==> src/rtl/uart_pkg.sv <==
// Shared UART definitions: buffer sizing defaults and the TX FSM state encoding,
// kept here so the receive side can reuse them.
package uart_pkg;

    localparam int unsigned DefaultDepth = 16;
    localparam int unsigned DefaultAw    = 4;

    typedef enum logic [1:0] {
        StIdle = 2'd0,
        StLoad = 2'd1,
        StSend = 2'd2,
        StGap  = 2'd3
    } tx_state_e;

endpackage

==> src/rtl/sync_fifo.sv <==
// Single-clock byte FIFO: storage, wrapping pointers and an occupancy count.
// full/empty come from the registered count, so they never see a same-cycle pop.
module sync_fifo
    import uart_pkg::*;
#(
    parameter int unsigned DEPTH = DefaultDepth,
    parameter int unsigned AW    = DefaultAw
) (
    input  logic          clk,
    input  logic          rst,
    input  logic          push,
    input  logic [7:0]    push_data,
    input  logic          pop,
    output logic [7:0]    head,
    output logic [AW:0]   count,
    output logic          full,
    output logic          empty
);

    localparam logic [AW-1:0] PtrOne   = {{(AW-1){1'b0}}, 1'b1};
    localparam logic [AW:0]   CountOne = {{AW{1'b0}}, 1'b1};
    localparam logic [AW:0]   CountMax = (AW+1)'(DEPTH);

    logic [7:0]    mem [DEPTH];
    logic [AW-1:0] wr_ptr_q, rd_ptr_q;
    logic [AW:0]   count_q, count_d;
    logic          push_ok, pop_ok;

    assign full    = (count_q == CountMax);
    assign empty   = (count_q == '0);
    assign push_ok = push & ~full;
    assign pop_ok  = pop & ~empty;
    assign head    = mem[rd_ptr_q];
    assign count   = count_q;

    always_comb begin
        count_d = count_q;
        unique case ({push_ok, pop_ok})
            2'b10:   count_d = count_q + CountOne;
            2'b01:   count_d = count_q - CountOne;
            default: count_d = count_q;
        endcase
    end

    // Storage is not reset; stale bytes are unreachable once the pointers clear.
    always_ff @(posedge clk) begin
        if (push_ok) begin
            mem[wr_ptr_q] <= push_data;
        end
    end

    always_ff @(posedge clk or negedge rst) begin
        if (!rst) begin
            wr_ptr_q <= '0;
            rd_ptr_q <= '0;
            count_q  <= '0;
        end else begin
            if (push_ok) wr_ptr_q <= wr_ptr_q + PtrOne;
            if (pop_ok)  rd_ptr_q <= rd_ptr_q + PtrOne;
            count_q <= count_d;
        end
    end

endmodule

==> src/rtl/uart_tx_buffer.sv <==
// Byte buffer in front of a UART transmitter: queues upstream writes and hands
// one byte at a time to the transmitter, with a forced idle gap between bytes.
module uart_tx_buffer
    import uart_pkg::*;
#(
    parameter int unsigned DEPTH = DefaultDepth,
    parameter int unsigned AW    = DefaultAw
) (
    input  logic          clk,
    input  logic          rst,
    input  logic          wr_en,
    input  logic [7:0]    wr_data,
    output logic          wr_ready,
    output logic          tx_enable_signal,
    output logic [7:0]    tx_data,
    input  logic          tx_done_signal,
    output logic [AW:0]   fill_level,
    output logic          busy,
    output logic          overflow
);

    tx_state_e  state_q;
    logic [7:0] fifo_head;
    logic       fifo_full, fifo_empty;
    logic       pop;

    assign pop = (state_q == StIdle) && !fifo_empty;

    sync_fifo #(
        .DEPTH (DEPTH),
        .AW    (AW)
    ) u_fifo (
        .clk       (clk),
        .rst       (rst),
        .push      (wr_en),
        .push_data (wr_data),
        .pop       (pop),
        .head      (fifo_head),
        .count     (fill_level),
        .full      (fifo_full),
        .empty     (fifo_empty)
    );

    assign wr_ready = !fifo_full;
    assign busy     = (state_q != StIdle) || !fifo_empty;

    always_ff @(posedge clk or negedge rst) begin
        if (!rst) begin
            state_q          <= StIdle;
            tx_enable_signal <= 1'b0;
            tx_data          <= 8'h00;
            overflow         <= 1'b0;
        end else begin
            if (wr_en && fifo_full) overflow <= 1'b1;
            unique case (state_q)
                StIdle: begin
                    if (!fifo_empty) begin
                        state_q <= StLoad;
                        tx_data <= fifo_head;
                    end
                end
                StLoad: begin
                    state_q          <= StSend;
                    tx_enable_signal <= 1'b1;
                end
                StSend: begin
                    if (tx_done_signal) begin
                        state_q          <= StGap;
                        tx_enable_signal <= 1'b0;
                    end
                end
                // One low cycle lets the transmitter restart its bit-rate counter.
                StGap: state_q <= StIdle;
                default: begin
                    state_q          <= StIdle;
                    tx_enable_signal <= 1'b0;
                end
            endcase
        end
    end

endmodule

==> config.mk <==
export PLATFORM = sky130hd
export DESIGN_NAME = uart_tx_buffer
export DESIGN_NICKNAME = d
export VERILOG_FILES = /design/src/rtl/uart_pkg.sv /design/src/rtl/sync_fifo.sv /design/src/rtl/uart_tx_buffer.sv
export SDC_FILE = /design/constraint.sdc
export NUM_CORES = 1
export LEC_CHECK = 0
export CAP_MARGIN = 20
export CORE_UTILIZATION = 45
export CTS_BUF_LIST = sky130_fd_sc_hd__clkbuf_2 sky130_fd_sc_hd__clkbuf_4 sky130_fd_sc_hd__clkbuf_8
export CTS_CLUSTER_SIZE = 14
export DETAILED_ROUTE_END_ITERATION = 16
export SLEW_MARGIN = 25
export SYNTH_ARGS = -nofsm -noshare
export SYNTH_HDL_FRONTEND = slang
export SYNTH_SLANG_ARGS = --single-unit
==> constraint.sdc <==
create_clock -name clk -period 2.5 [get_ports clk]
set_input_delay 0.25 -clock clk [delete_from_list [all_inputs] [get_ports clk]]
set_output_delay 0.25 -clock clk [all_outputs]
set_load 0.1 [all_outputs]
==> results.toml <==
[timing]
hold_viol_final = 0
tightest_slew_ns = 0.9128
finalSetupViolCount = 0
whs_ns = 0.1800
final.period_utilization_pct = 97.92
slew_viol_final = 0
post-route-min-period_ns = 2.448
timing.slew.headroom_pct = 38.92
worst_slack_ns = 0.05191
fmax_mhz = 408.5
skew_ns = 0.01217

[die]
dieArea_um2 = 14280
rows = 42
coreArea_um2 = 13350
die_h_um = 119.5
pin_count = 29
dieWidth_um = 119.5
initial_core_util_pct = 46.54

[synth]
ys_seq_elements = 153
synth_ff_type = "edfxtp_1"
syn-mean-instance-area_um2 = 18.66
synth.top_cell.area_share_pct = 61.87
synth.cell_area_um2 = 6212
yosysSeqAreaShare_pct = 71.94
yosysWarnings = 0
netlist_top_cells_area = "edfxtp_1 62%, mux4_2 11%, dfrtp_1 10%, ha_1 2.4%, mux2_2 2.2%"
synth.net_count = 357
synthCells = 333
synth_top_cell_by_area = "edfxtp_1"
synth_cell_types = 44
synth_edf_count = 128
async_reset_ff_share_pct = 16.34

[setup_path]
cp.required_ns = 2.82
critPathSlowestCell = "or4_4"
rrSetupSlack_ns = 0.05
r2r_start = "u_fifo.count[1]"
r2r_end = "u_fifo.count[3]"
cp_max_fo = 21
critPathCaptureType = "flip-flop"
critical-path-max-stage-delay_ns = 0.51
start_kind = "flip-flop"
cp_cell_sequence = "or4_4, o21a_1, buf_4, ha_1, a211oi_1, a211o_1, a21oi_2, xor2_1"
crit_type = "flip-flop to flip-flop"
worst-path-buf-inv = 1
arrival_ns = 2.77
ff2ff_path_depth = 8
crit_end = "u_fifo.count[3]"
critPathTopFamily = "compound AO/OA/AOI/OAI gates"
crit_start = "u_fifo.count[1]"
cp.depth = 8

[route]
drt_iter0_drc = 202
dr.pass1.iters = 7
post-route-drc-count = 0
avgViaCountPerCell = 5.447
ant_nets = 0
totalWireLength_um = 11990
vias = 3094
wl_per_cell_um = 21.11

[power_and_ir_drop]
ir_drop_mv = 0.5494
power_mw = 9.075
p_leak_nw = 2.443
p_per_area_nw_per_um2 = 1262

[clock_tree]
post-cts-setup-buffers = 0
clock-sinks = 153
clk_path_buf_depth = 2
tritoncts = "built"
root_buffer = "clkbuf_8"
clk_pin_slew_worst_paths_ns = 0.08
numCtsBuffers = 17
clock_latency_ns = 0.44
htree_levels = 4

[final_layout]
seqCellArea_um2 = 4481
antenna_cells = 0
drive_above_1_share_pct = 32.91
multiInputGateArea_um2 = 1655
area_growth_pct = 15.77
mostFrequentLayoutCells = "128 x edfxtp_1, 32 x buf_4, 30 x mux4_2, 20 x dfrtp_1, 18 x nor2_1"
nFillCells = 1081
layout_commonest_cell = "edfxtp_1"
fin_nets = 403

[worst_hold_path]
hp-class = "input pin to asynchronous set/reset pin"

[global_routing]
grt_pass1_vias = 3105
track_usage_pct = 18.21
grt_antenna_before_repair = 0
grt_max_degree = 38
grt-ovfl-total = 0
grt_pass1_wl_um = 18400

[place]
detailedPlace.worstSlack_ns = 0.08097
dp_hpwl_um = 7493
gp_congestion = 0.7716
port_buffers = 28

[run_status]
status = "completed"

[job]
max_cap_violations = 0
[area by class of cell]
type,count,share of cell area [%]
Clock buffer,19,3.462
Clock inverter,13,2.088
Inverter,7,0.3653
Multi-Input combinational cell,154,23.02
Sequential cell,153,62.30
Tap cell,176,3.062
Timing Repair Buffer,46,5.706
[logic make-up (layout without fill, tap and decap cells)]
kind of cell               Yosys count  after routing  share of synthesized area (%)
DFF                                153            153                          71.94
adders and majority gates           12             12                          2.417
and+or+nand+nor                     44             44                          3.686
buffers and inverters               26             85                          2.276
xor gates and xnor gates            12             12                          1.692
muxes                               44             44                          13.45
AOI/OAI and AO/OA                   42             42                          4.532
[sequential cells by signal, indices dropped and copies added (netlist names)]
name / count
overflow: 1
u_fifo.rd_ptr_q: 4
tx_data: 8
u_fifo.count: 5
u_fifo.wr_ptr_q: 4
u_fifo.mem: 128
tx_enable_signal: 1
state_q: 2
[report_power, final]
part | internal [mW] | total, mW | switching [mW]
combinational | 1.39 | 3.68 | 2.29
sequential | 3.21 | 3.51 | 0.297
clock | 1.00 | 1.89 | 0.888
total | 5.61 | 9.08 | 3.47
[cell usage after synthesis (all sizes together), types with 6 or more instances]
cell and number:
edfxtp 128, mux4 30, dfrtp 25, nor2 18, buf 14, o22ai 14, mux2 13, a21oi 12
ha 12, nand2 10, inv 7, xnor2 6, xor2 6
[stage by stage]
step / cells / area [um^2] / utilization (%) / setup TNS [ns]
floorplan: 333 / 6284 / - / -1.456
global placement: 536 / 6778 / 50.78 / 0
detailed placement: 536 / 6778 / 50.78 / 0
CTS: 568 / 7177 / 53.77 / 0
global route: 568 / 7192 / 53.88 / -0.02979
finish: 568 / 7192 / 53.88 / 0
[routing by layer]
layer  vias up  GRT usage, %  routed length, um  part of all wire, %
met5         -             0                  0                    0
met4         0         6.250                 95                 0.79
met3         6         4.468                465                  3.9
met2        60         28.83               5997                   50
met1      1615         24.74               5433                   45
li1       1413             -                  -                    -
[repair_timing]
action	4_1_cts	5_1_grt
hold buffers	0	0
gates resized for setup	0	3
endpoints found under the setup margin	0	5
[worst min path at each step]
| stage | from | cells past startpoint | slack, ns | end |
|---|---|---|---|---|
| global placement | overflow | 1 | 0.46 | overflow |
| finish | rst | 1 | 0.18 | u_fifo.wr_ptr_q[2] |
| CTS | rst | 1 | 0.19 | u_fifo.count[4] |
| detailed placement | overflow | 1 | 0.46 | overflow |
| floorplan | rst | 0 | -0.05 | overflow |
| global route | rst | 1 | 0.19 | u_fifo.count[4] |
Note: power is estimated with default switching activity, not from simulation.
